**config.mk**
```make
export PLATFORM = sky130hd
export DESIGN_NAME = fp32_mul_round_pack
export DESIGN_NICKNAME = d
export VERILOG_FILES = /design/src/rtl/fp32_mul_round_pack.sv
export SDC_FILE = /design/constraint.sdc
export NUM_CORES = 1
export LEC_CHECK = 0
export ABC_AREA = 1
export CORE_MARGIN = 2
export CORE_UTILIZATION = 56
export CTS_BUF_LIST = sky130_fd_sc_hd__clkbuf_2
export DETAILED_ROUTE_END_ITERATION = 16
export PLACE_DENSITY_LB_ADDON = 0.3
export SYNTH_ARGS = -nofsm -noshare
export SYNTH_HDL_FRONTEND = slang
export SYNTH_SLANG_ARGS = --single-unit
export TNS_END_PERCENT = 10
```
**constraint.sdc**
```tcl
create_clock -name clk -period 8.1 [get_ports clk]
set_clock_uncertainty 0.15 [all_clocks]
set_input_delay 1.62 -clock clk [delete_from_list [all_inputs] [get_ports clk]]
set_output_delay 1.62 -clock clk [all_outputs]
set_load 0.05 [all_outputs]
```
**src/rtl/fp32_mul_round_pack.sv**
```systemverilog
`default_nettype none
// ============================================================================
// Module   : fp32_mul_round_pack
// Purpose  : Back end of the FP32 multiplier. Takes the raw 2.46 significand
//            product, the biased exponent sum, the sign and the special-case
//            flags. It normalises, rounds to nearest-even and packs an
//            IEEE-754 single-precision result. The stage is a two-deep
//            valid/ready pipeline with full backpressure.
// Ports    : clk, rst             - clock (rising edge), async active-high reset
//            in_valid / in_ready  - upstream handshake
//            in_sign, in_exp,     - product sign, signed exponent sum,
//            in_mant              - 48-bit significand product
//            in_nan/inf/zero      - special-case flags from the multiply core
//            out_valid/out_ready  - downstream handshake
//            result               - packed FP32 value
//            overflow/underflow/  - sideband flags, valid with out_valid
//            exception
// Revision : 1.0 - initial release
// ============================================================================
module fp32_mul_round_pack #(
   parameter int XLEN   = 32,
   parameter int MANT_W = 48,
   parameter int EXP_W  = 10
) (
   input  logic              clk,
   input  logic              rst,
   input  logic              in_valid,
   output logic              in_ready,
   input  logic              in_sign,
   input  logic [EXP_W-1:0]  in_exp,
   input  logic [MANT_W-1:0] in_mant,
   input  logic              in_nan,
   input  logic              in_inf,
   input  logic              in_zero,
   output logic              out_valid,
   input  logic              out_ready,
   output logic [XLEN-1:0]   result,
   output logic              overflow,
   output logic              underflow,
   output logic              exception
);

   localparam int C_FRAC_W = 23;
   localparam int C_S1E_W  = EXP_W + 1;   // normalised exponent, never wraps
   localparam int C_S2E_W  = EXP_W + 2;   // room for the rounding carry too

   // ------------------------------------------------------------------
   // Handshake
   // ------------------------------------------------------------------
   logic w_out_load;
   logic w_s1_adv;
   logic w_in_fire;

   logic s1_valid_q;
   logic out_valid_q;

   assign w_out_load = !out_valid_q | out_ready;
   assign w_s1_adv   = s1_valid_q & w_out_load;
   assign in_ready   = !s1_valid_q | w_s1_adv;
   assign w_in_fire  = in_valid & in_ready;

   // ------------------------------------------------------------------
   // Stage 1: normalise
   // ------------------------------------------------------------------
   logic                s1_sign_d,   s1_sign_q;
   logic [C_S1E_W-1:0]  s1_exp_d,    s1_exp_q;
   logic [C_FRAC_W-1:0] s1_frac_d,   s1_frac_q;
   logic                s1_guard_d,  s1_guard_q;
   logic                s1_sticky_d, s1_sticky_q;
   logic                s1_nan_d,    s1_nan_q;
   logic                s1_inf_d,    s1_inf_q;
   logic                s1_zero_d,   s1_zero_q;

   logic                w_msb;
   logic [C_S1E_W-1:0]  w_exp_ext;

   assign w_msb     = in_mant[MANT_W-1];
   assign w_exp_ext = {in_exp[EXP_W-1], in_exp};

   always_comb begin
      s1_sign_d = in_sign;
      s1_nan_d  = in_nan;
      s1_inf_d  = in_inf;
      // A product with neither leading bit set can only come from a zero
      // operand; NaN/Inf outrank it at pack time, so no masking is needed.
      s1_zero_d = in_zero | (in_mant[MANT_W-1 -: 2] == 2'b00);
      s1_exp_d  = w_exp_ext + {{EXP_W{1'b0}}, w_msb};
      if (w_msb) begin
         s1_frac_d   = in_mant[MANT_W-2 -: C_FRAC_W];
         s1_guard_d  = in_mant[MANT_W-C_FRAC_W-2];
         s1_sticky_d = |in_mant[MANT_W-C_FRAC_W-3:0];
      end else begin
         s1_frac_d   = in_mant[MANT_W-3 -: C_FRAC_W];
         s1_guard_d  = in_mant[MANT_W-C_FRAC_W-3];
         s1_sticky_d = |in_mant[MANT_W-C_FRAC_W-4:0];
      end
   end

   // ------------------------------------------------------------------
   // Stage 2: round to nearest-even and pack
   // ------------------------------------------------------------------
   logic                w_round_up;
   logic [C_FRAC_W:0]   w_frac_sum;
   logic [C_S2E_W-1:0]  w_exp_rnd;
   logic                w_exp_ovf;
   logic                w_exp_unf;

   logic [XLEN-1:0]     result_d,    result_q;
   logic                overflow_d,  overflow_q;
   logic                underflow_d, underflow_q;
   logic                exception_d, exception_q;

   assign w_round_up = s1_guard_q & (s1_sticky_q | s1_frac_q[0]);
   assign w_frac_sum = {1'b0, s1_frac_q} + {{C_FRAC_W{1'b0}}, w_round_up};
   // A carry out of the fraction leaves frac=0 and bumps the exponent.
   assign w_exp_rnd  = {s1_exp_q[C_S1E_W-1], s1_exp_q}
                     + {{C_S1E_W{1'b0}}, w_frac_sum[C_FRAC_W]};
   // exp >= 255: non-negative and either above 8 bits or exactly 0xFF.
   assign w_exp_ovf  = !w_exp_rnd[C_S2E_W-1]
                     & ((|w_exp_rnd[C_S2E_W-2:8]) | (&w_exp_rnd[7:0]));
   // exp <= 0: negative or zero.
   assign w_exp_unf  = w_exp_rnd[C_S2E_W-1] | (w_exp_rnd == '0);

   always_comb begin
      result_d    = {s1_sign_q, w_exp_rnd[7:0], w_frac_sum[C_FRAC_W-1:0]};
      overflow_d  = 1'b0;
      underflow_d = 1'b0;
      exception_d = 1'b0;
      if (s1_nan_q) begin
         result_d    = 32'h7FC0_0000;
         exception_d = 1'b1;
      end else if (s1_inf_q) begin
         result_d    = {s1_sign_q, 8'hFF, 23'd0};
      end else if (s1_zero_q) begin
         result_d    = {s1_sign_q, 31'd0};
      end else if (w_exp_ovf) begin
         result_d    = {s1_sign_q, 8'hFF, 23'd0};
         overflow_d  = 1'b1;
      end else if (w_exp_unf) begin
         result_d    = {s1_sign_q, 31'd0};
         underflow_d = 1'b1;
      end
   end

   // ------------------------------------------------------------------
   // Registers
   // ------------------------------------------------------------------
   always_ff @(posedge clk or posedge rst) begin
      if (rst) begin
         s1_valid_q  <= 1'b0;
         s1_sign_q   <= 1'b0;
         s1_exp_q    <= '0;
         s1_frac_q   <= '0;
         s1_guard_q  <= 1'b0;
         s1_sticky_q <= 1'b0;
         s1_nan_q    <= 1'b0;
         s1_inf_q    <= 1'b0;
         s1_zero_q   <= 1'b0;
      end else begin
         if (in_ready) begin
            s1_valid_q <= in_valid;
         end
         if (w_in_fire) begin
            s1_sign_q   <= s1_sign_d;
            s1_exp_q    <= s1_exp_d;
            s1_frac_q   <= s1_frac_d;
            s1_guard_q  <= s1_guard_d;
            s1_sticky_q <= s1_sticky_d;
            s1_nan_q    <= s1_nan_d;
            s1_inf_q    <= s1_inf_d;
            s1_zero_q   <= s1_zero_d;
         end
      end
   end

   always_ff @(posedge clk or posedge rst) begin
      if (rst) begin
         out_valid_q <= 1'b0;
         result_q    <= '0;
         overflow_q  <= 1'b0;
         underflow_q <= 1'b0;
         exception_q <= 1'b0;
      end else begin
         if (w_out_load) begin
            out_valid_q <= s1_valid_q;
         end
         if (w_s1_adv) begin
            result_q    <= result_d;
            overflow_q  <= overflow_d;
            underflow_q <= underflow_d;
            exception_q <= exception_d;
         end
      end
   end

   assign out_valid = out_valid_q;
   assign result    = result_q;
   assign overflow  = overflow_q;
   assign underflow = underflow_q;
   assign exception = exception_q;

endmodule
`default_nettype wire

```
==> results.md, run 1 <==
- Status: finished, final reports clean
- Cell Rows: 32
- Detailed Place HPWL: 7870 um
- Crit share post-route: 0.594
- Slew Limit Headroom: 0.387
- Postcts setup bufs: 0
- Clk sink count: 77
- Max cap viols: 0
- Endpoint, Worst Hold: result[4]$_DFFE_PP0P_
- Hold Crit Start: result[4]$_DFFE_PP0P_
- Worst hold slack: 0.358 ns
- Yosys cell types: 40
- Post-route ant nets: 0
- Sequential fraction of the synthesis area: 0.424
- PnR worst setup slack: 3.29 ns
- Tmin final: 4.81 ns
- Final Hold Viols: 0
- VDD IR max: 89.4 uV
- Dpl ws: 3.27 ns
- Maximum root-to-sink buffer count: 2
- NumNets Final: 780
- Setup violators final: 0
- RSZ-0062 raised after global routing: no
- Top-count cell post-synth: nand2_1
- Pin count of the biggest net entering global routing: 78
- WP data arrival: 3.04 ns
- Hold path depth: 2
- Pre-antenna DRT Iters: 8
- Leak: 2.73 nW
- Yosys reg bits: 77
- Top Ports: 103
- Post-synthesis cell count: 614
- Inserted Clock Buffers: 9
- Main flop type after synthesis: dfrtp_1
- Pwr dens: 202 nW/um2
- Utilization after layout: 0.738
- Fraction of registers with async set/reset: 1.00
- Layout Area Growth over Synthesis: 26.8%
- Worst slew pin tran: 0.920 ns
- Die H: 94.0 um
- R2R Setup Slk: 3.87 ns
- H-tree lvl count: 3
- Post-CTS resize count: 0
- Diodes inserted: 0
- Hold buffers post-CTS: 0
- # port buffers: 102
- First-pass GRT wire length: 17500 um
- Highest clock rate: 208 MHz
- Share of layout cells above drive strength 1: 0.0743
- Core region area: 7810 um2
- Initial antenna violation count: 0
- Post-Syn Nets: 686
- Initial Utilization: 0.582
- Vias in the first global route: 3819
- CP Launch Type: primary input
- HP Class: register to register
- WP data required: 6.33 ns
- Syn_area_per_cell: 7.40 um2
- GRT overflow: 0
- Routed wire length: 10400 um
- DRC Markers: 0
- RR Startpoint: s1_frac_q[0]$_DFFE_PP0P_
- Clock latency on the worst-skew pair: 0.52 ns
- Total power: 1.17 mW
- RR Endpoint: result[7]$_DFFE_PP0P_
- Die Area: 8840 um2
- Commonest cells in the netlist: 183 x nand2_1, 77 x dfrtp_1, 70 x inv_1
- Area after DPL: 5600 um2
- Ys Warns: 0
- Area leader, netlist: dfrtp_1
- Non-filler cells, final: 815
- Slew Limit Fails: 0
- Synth top area share: 0.424
- Inst Count DP: 799
- Crit path kind: primary input to output port
- Die width: 94.0 um
- Setup TNS: 0 ns
- RD Place Congestion: 0.854
- GRT Total Usage: 0.250
- 1st-iter DRT viols: 250
- R2R depth: 22
- DR WL/cell: 12.8 um
- Synth area leaders: dfrtp_1 42%, nand2_1 15%, inv_1 5.8%
- Via-to-Cell Ratio: 5.27
- Clk slew on worst S/H paths: 0.22 ns
- Root Buffer: clkbuf_2
- Post-synth EDFFs: 0
- CTS tree: built
- Fillers: 594
- CP Max Fanout: 3
- Worst Setup End Kind: output port
- Vias: 4292
- Post-route cell area: 5760 um2
- Mapped cell area: 4540 um2
==> final cells by class <==
type,instances,area [um2],share of cell area
clock inverter,7,114,0.0198
tap,102,128,0.0222
clock buffer,9,45.0,0.00782
inverter,76,288,0.0500
multi-input combinational,439,2210,0.384
sequential,77,1930,0.335
timing repair buffer,105,1040,0.181
==> how the worst max path moves through the flow <==
stage	start	end	cells after the start
detailed placement	out_ready	in_ready	4
floorplan	out_ready	in_ready	2
global placement	out_ready	in_ready	4
global route	out_ready	in_ready	4
CTS	out_ready	in_ready	4
finish	out_ready	in_ready	4
==> worst max-delay path, stage by stage <==
cell and delay [ns]:
clkdlybuf4s50_1 0.45, inv_1 0.05, nand3_1 0.10, clkdlybuf4s50_1 0.82
==> power by group <==
part | switching [mW] | internal (mW) | total (mW)
Clock | 0.134 | 0.131 | 0.265
Sequential | 0.0466 | 0.443 | 0.490
Combinational | 0.267 | 0.144 | 0.411
==> cell usage in the layout, fill, tap and decap left out, drive strengths merged, types with 7 or more instances in the layout <==
| cell type | Yosys | final |
|---|---|---|
| clkdlybuf4s50 | 0 | 102 |
| o21ai | 46 | 46 |
| o211ai | 17 | 17 |
| nor2 | 68 | 68 |
| clkbuf | 17 | 9 |
| nor3 | 7 | 7 |
| nand2 | 188 | 188 |
| a21oi | 15 | 15 |
| nand3 | 50 | 50 |
| xor2 | 12 | 12 |
| nand4 | 7 | 7 |
| dfrtp | 77 | 77 |
| inv | 73 | 73 |
==> state kept, by name, summed over array words and instances, names as in the netlist <==
register	cells
underflow	1
s1_nan_q	1
result	32
overflow	1
s1_guard_q	1
s1_sticky_q	1
s1_frac_q	23
s1_sign_q	1
s1_inf_q	1
exception	1
s1_valid_q	1
s1_zero_q	1
s1_exp_q	11
out_valid	1
==> logic make-up after synthesis <==
| logic type | Yosys count | synth area share |
|---|---|---|
| flops | 77 | 0.424 |
| buf+inv | 98 | 0.0882 |
| compound gates | 89 | 0.119 |
| xor+xnor | 12 | 0.0231 |
| fa+ha+maj | 6 | 0.0165 |
| simple gates | 332 | 0.329 |
==> per-layer routing <==
metal | vias to the layer above | routed length [um] | track usage
met5 | - | 0 | 0
met4 | 0 | 183 | 0.0870
met3 | 18 | 699 | 0.0353
met2 | 172 | 4760 | 0.394
met1 | 1938 | 4790 | 0.355
li1 | 2164 | - | -
Note: power is estimated with default switching activity, not from simulation.
==> run 2, diff against run 1 <==
--- a/config.mk
+++ b/config.mk
@@ -7,7 +7,7 @@
 export LEC_CHECK = 0
 export ABC_AREA = 1
 export CORE_MARGIN = 2
-export CORE_UTILIZATION = 56
+export CORE_UTILIZATION = 52
 export CTS_BUF_LIST = sky130_fd_sc_hd__clkbuf_2
 export DETAILED_ROUTE_END_ITERATION = 16
 export PLACE_DENSITY_LB_ADDON = 0.3
==> constraint.sdc (replaced) <==
create_clock -name clk -period 4.95 [get_ports clk]
set_clock_uncertainty 0.15 [all_clocks]
set_input_delay 0.99 -clock clk [delete_from_list [all_inputs] [get_ports clk]]
set_output_delay 0.99 -clock clk [all_outputs]
set_load 0.05 [all_outputs]
==> run 2 against run 1 <==
Sequential power is 63% higher. Critical path depth grew 18. Routed wire length up 0.68%. Critical path type is now register to register. Non-clock buffer count up 2. Cell area is the same. Count of clock-buffer cells in the layout grew 1. Utilization shrank 6.7 points. Die area up 7.4%. Clock power increased by 46%.
==> results.md, run 2 (synthesis results as in run 1) <==
- Initial Utilization: 0.528
- Clock latency on the worst-skew pair: 0.50 ns
- CTS tree: built
- Combinational share of power: 0.363
- 1st-iter DRT viols: 267
- Die Area: 9500 um2
- Max reg flops: 32
- Via-to-Cell Ratio: 5.17
- Final Hold Viols: 0
- Postcts setup bufs: 0
- Post-CTS resize count: 0
- # port buffers: 102
- GRT overflow: 0
- WP data required: 5.24 ns
- Fillers: 727
- DR WL/cell: 12.8 um
- Highest clock rate: 253 MHz
- GRT Total Usage: 0.228
- Inserted Clock Buffers: 9
- VDD IR max: 143 uV
- Setup violators final: 0
- Status: finished, final reports clean
- Inst Count DP: 807
- Clk sink count: 77
- Post-route ant nets: 0
- CP peak stage delay: 0.38 ns
- Core region area: 8590 um2
- Worst-path cell chain: inv_1, nor2_1, ha_1, nand2_1, nor2_1, nand3_1, nor3_2, nand2_1, nor3_1, ha_1, nand2_1, nor2_2, nand2_2, o21ai_4, nand2_4, nor2_8, o21ai_2, nand2_4, inv_4, nor2_8, nand3_2, nand2_1
- Worst Setup End Kind: register
- Clock network power share: 0.208
- Pin count of the biggest net entering global routing: 53
- Layout Area Growth over Synthesis: 26.8%
- Sw frac: 0.393
- Max cap viols: 0
- Area taken by multi-input logic gates: 2210 um2
- CP Max Fanout: 22
- Critical path launch point: s1_guard_q$_DFFE_PP0P_
- Pwr dens: 324 nW/um2
- FF/Latch Area: 1930 um2
- Crit share post-route: 0.797
- Vias in the first global route: 3874
- Setup TNS: 0 ns
- Clk slew on worst S/H paths: 0.22 ns
- RSZ-0062 raised after global routing: no
- Die width: 97.4 um
- Slew Limit Headroom: 0.505
- Worst hold slack: 0.360 ns
- Crit-path slowest cell: dfrtp_1
- H-tree lvl count: 3
- WP data arrival: 4.24 ns
- HP Class: register to register
- Non-filler cells, final: 823
- Share of layout cells above drive strength 1: 0.0783
- Tmin final: 3.95 ns
- Initial antenna violation count: 0
- Leak: 2.73 nW
- RD Place Congestion: 0.907
- Die H: 97.4 um
- Cell mode on critical path: nand2_1
- Detailed Place HPWL: 8180 um
- P_int: 1.13 mW
- Hold Crit Start: result[9]$_DFFE_PP0P_
- Diodes inserted: 0
- Root Buffer: clkbuf_2
- NetSw: 0.734 mW
- NumNets Final: 782
- Sequential power share: 0.429
- Commonest non-fill, non-tap cell in the layout: nand2_1
- Most frequent cells in the layout: 183 x nand2_1, 102 x clkdlybuf4s50_1, 77 x dfrtp_1
- Maximum root-to-sink buffer count: 2
- Slew Limit Fails: 0
- Hold buffers post-CTS: 0
- DRC Markers: 0
- Crit path kind: register to register
- Cell Rows: 34
- Pre-antenna DRT Iters: 5
- Vias: 4257
- First-pass GRT wire length: 17900 um
- Worst slew pin tran: 0.738 ns
- Routed wire length: 10500 um
- Top Ports: 103
- RR Startpoint: s1_guard_q$_DFFE_PP0P_
- CP Launch Type: register
[run 2: through the flow]
step / worst slack, ns / instance area (um2) / utilization / power (mW)
after floorplan: 1.79 / 4540 / - / 1.26
after detailed placement: 1.01 / 5620 / 0.654 / 1.49
after CTS: 0.980 / 5760 / 0.670 / 1.87
after global placement: 1.23 / 5620 / 0.654 / 1.47
after global routing: 0.565 / 5760 / 0.670 / 1.98
final: 1.00 / 5760 / 0.670 / 1.86
[run 2: layer usage]
layer  part of all wire  wire length (um)  vias to the layer above  GRT usage
met2               0.45              4730                      149      0.347
met4              0.011               116                        0     0.0641
met5                  0                 0                        -          0
met3              0.062               647                       11     0.0388
li1                   -                 -                     2170          -
met1               0.48              5010                     1927      0.338
[run 2: power by group through the flow]
stage / combinational (mW) / clock (mW) / sequential, mW
after floorplan: 0.307 / 0 / 0.958
after global placement: 0.667 / 0 / 0.808
after detailed placement: 0.677 / 0 / 0.812
after CTS: 0.680 / 0.396 / 0.799
after global routing: 0.738 / 0.427 / 0.815
final: 0.678 / 0.387 / 0.800
[run 2: path summary, 6_finish.rpt]
path	endpoint	slack [ns]	cells after the start
max	result[20]$_DFFE_PP0P_	1.00	22
min	result[9]$_DFFE_PP0P_	0.36	2
max reg2reg	result[20]$_DFFE_PP0P_	1.00	22
min reg2reg	result[9]$_DFFE_PP0P_	0.36	2
max in group asynchronous	underflow$_DFFE_PP0P_	2.94	3
min in group asynchronous	s1_frac_q[10]$_DFFE_PP0P_	0.65	2
[run 2: worst max-delay path: cells and delay by family (launching register included)]
kind / cells / cell delay [ns]
buf+inv: 2 / 0.13
compound gates: 2 / 0.40
flops: 1 / 0.38
simple gates: 16 / 2.44
fa+ha+maj: 2 / 0.39
[run 2: final cells by class]
cell class              instances  share of cell area
clock buffers                  10             0.00869
repair buffers                107               0.184
well taps                     108              0.0235
clock inverters                 6              0.0150
multi-input cells             439               0.384
flip-flops and latches         77               0.335
inverters                      76              0.0500
==> run 3, diff against run 2 <==
--- a/config.mk
+++ b/config.mk
@@ -7,7 +7,7 @@
 export LEC_CHECK = 0
 export ABC_AREA = 1
 export CORE_MARGIN = 2
-export CORE_UTILIZATION = 52
+export CORE_UTILIZATION = 47
 export CTS_BUF_LIST = sky130_fd_sc_hd__clkbuf_2
 export DETAILED_ROUTE_END_ITERATION = 16
 export PLACE_DENSITY_LB_ADDON = 0.3
==> constraint.sdc (replaced) <==
create_clock -name clk -period 3.48 [get_ports clk]
set_clock_uncertainty 0.15 [all_clocks]
set_input_delay 0.696 -clock clk [delete_from_list [all_inputs] [get_ports clk]]
set_output_delay 0.696 -clock clk [all_outputs]
set_load 0.05 [all_outputs]
==> run 3 against run 2 <==
Global-route usage down 0.81 points. Cell count is 4.3% higher. Non-clock buffer count rose by 13. Utilization shrank 2.8 points. Largest power group unchanged.
==> results.md, run 3 (synthesis results as in run 1) <==
- Status: finished, final reports clean
- Commonest non-fill, non-tap cell in the layout: nand2_1
- Pin count of the biggest net entering global routing: 51
- Sw frac: 0.405
- Worst hold slack: 0.353 ns
- Highest clock rate: 294 MHz
- Inserted Clock Buffers: 9
- CP Launch Type: register
- Setup violators final: 0
- Initial Utilization: 0.487
- NumNets Final: 797
- CTS tree: built
- P_int: 1.58 mW
- H-tree lvl count: 3
- Via-to-Cell Ratio: 5.06
- NetSw: 1.07 mW
- Post-route ant nets: 0
- Die Area: 10500 um2
- HP Class: register to register
- # port buffers: 102
- Dpl ws: 0.0227 ns
- Vias: 4340
- GRT Total Usage: 0.220
- Maximum root-to-sink buffer count: 2
- Cell mode on critical path: nand2_4
- Fillers: 832
- PnR worst setup slack: 0.0838 ns
- Pwr dens: 442 nW/um2
- Combinational share of power: 0.393
- Root Buffer: clkbuf_2
- Worst-path cell chain: nor2_1, nor2_1, ha_2, nand2_2, nor2_4, nand3_2, nor3_2, nand2_1, nor3_2, ha_2, nand2_4, nor2_4, nand2_2, o21ai_4, nand2_4, nor2_8, o21ai_4, nand2_4, inv_4, nor2_8, nand3_2, nand2_1
- Cell Rows: 35
- WP data arrival: 3.72 ns
- Diodes inserted: 0
- First-pass GRT wire length: 18100 um
- Crit path kind: register to register
- Leak: 2.81 nW
- Critical path depth: 22
- CP peak stage delay: 0.42 ns
- Final Hold Viols: 0
- Hold path depth: 2
- GRT overflow: 0
- Clock network power share: 0.175
- Share of layout cells above drive strength 1: 0.118
- Crit share post-route: 0.976
- Family with the most delay on the worst path: simple AND/OR/NAND/NOR gates
- DR WL/cell: 12.9 um
- Vias in the first global route: 3882
- Layout Area Growth over Synthesis: 31.9%
- RD Place Congestion: 0.869
- Non-filler cells, final: 858
- Worst Setup End Kind: register
- DRC Markers: 0
- Slew Limit Fails: 0
- RSZ-0062 raised after global routing: yes
- VDD IR max: 198 uV
- Most frequent cells in the layout: 178 x nand2_1, 102 x clkdlybuf4s50_1, 77 x dfrtp_1
- Core region area: 9330 um2
- CP bufs+invs: 1
- Clk slew on worst S/H paths: 0.20 ns
- Top Ports: 103
- CP Max Fanout: 5
- Max cap viols: 0
- FF/Latch Area: 1930 um2
- R2R depth: 22
- Initial antenna violation count: 0
- Worst slew pin tran: 0.773 ns
- WP data required: 3.80 ns
- Die width: 102 um
- Area taken by multi-input logic gates: 2310 um2
- Crit-path slowest cell: dfrtp_1
- Sequential power share: 0.432
- Slew Limit Headroom: 0.481
- Utilization after layout: 0.642
- Detailed Place HPWL: 8490 um
- Die H: 102 um
- Max reg flops: 32
- Pre-antenna DRT Iters: 5
- Tmin final: 3.40 ns
- Clock latency on the worst-skew pair: 0.52 ns
- Clk sink count: 77
- 1st-iter DRT viols: 268
- Routed wire length: 11100 um
- Inst Count DP: 835
## run 3: changes by cell type in the layout (fill, tap and decap cells not counted), moves of 2 or more
cell | previous run | this run
buf_12 | 0 | 3
nand3_2 | 10 | 12
ha_2 | 0 | 3
ha_1 | 6 | 3
nor2_4 | 1 | 6
buf_4 | 5 | 14
nor2_2 | 3 | 1
nand2_2 | 3 | 8
nand3_1 | 40 | 38
nor2_1 | 62 | 60
nand2_1 | 183 | 178
## run 3: stage by stage
stage,TNS [ns],total power [mW],cell area [um2]
CTS,0,2.62,5850
global route,-3.80,2.81,5990
global placement,0,2.14,5740
floorplan,0,1.80,4540
detailed placement,0,2.15,5740
finish,0,2.65,5990
## run 3: final timing paths
check | start | endpoint | slack [ns]
worst min-delay path | result[18]$_DFFE_PP0P_ | result[18]$_DFFE_PP0P_ | 0.35
worst max-delay path | s1_frac_q[0]$_DFFE_PP0P_ | result[16]$_DFFE_PP0P_ | 0.08
worst min register to register | result[18]$_DFFE_PP0P_ | result[18]$_DFFE_PP0P_ | 0.35
max in group asynchronous | rst | s1_exp_q[8]$_DFFE_PP0P_ | 2.40
worst max register to register | s1_frac_q[0]$_DFFE_PP0P_ | result[16]$_DFFE_PP0P_ | 0.08
min in group asynchronous | rst | result[4]$_DFFE_PP0P_ | 0.41
## run 3: layout make-up
cell class	instances	share of cell area
clock buffers	10	0.00835
well taps	129	0.0269
flip-flops and latches	77	0.322
clock inverters	5	0.00877
multi-input cells	441	0.386
repair buffers	120	0.200
inverters	76	0.0480
## run 3: power by group through the flow
| stage | Combinational (mW) | Sequential [mW] | Clock, mW |
|---|---|---|---|
| global placement | 0.984 | 1.15 | 0 |
| detailed placement | 0.996 | 1.16 | 0 |
| CTS | 1.00 | 1.14 | 0.478 |
| global route | 1.13 | 1.16 | 0.512 |
| floorplan | 0.436 | 1.36 | 0 |
| finish | 1.04 | 1.14 | 0.465 |
## run 3: metal layers
| layer | vias up | track usage | routed length [um] |
|---|---|---|---|
| li1 | 2193 | - | - |
| met1 | 1971 | 0.322 | 5270 |
| met2 | 162 | 0.332 | 4920 |
| met3 | 14 | 0.0369 | 687 |
| met4 | 0 | 0.0708 | 179 |
| met5 | - | 0 | 0 |
## run 3: worst min-delay path: cells and delay by family (launching register included)
kind / cells / cell delay, ns
AND/OR/NAND/NOR: 2 / 0.10
flip-flops: 1 / 0.38
## run 3: repair_timing
action | in CTS | in global routing
gates resized for setup | 3 | 20
setup buffers | 0 | 6
setup endpoints to repair | 15 | 32
hold buffers | 0 | 0
pin swaps | 0 | 16
gates cloned | 0 | 2
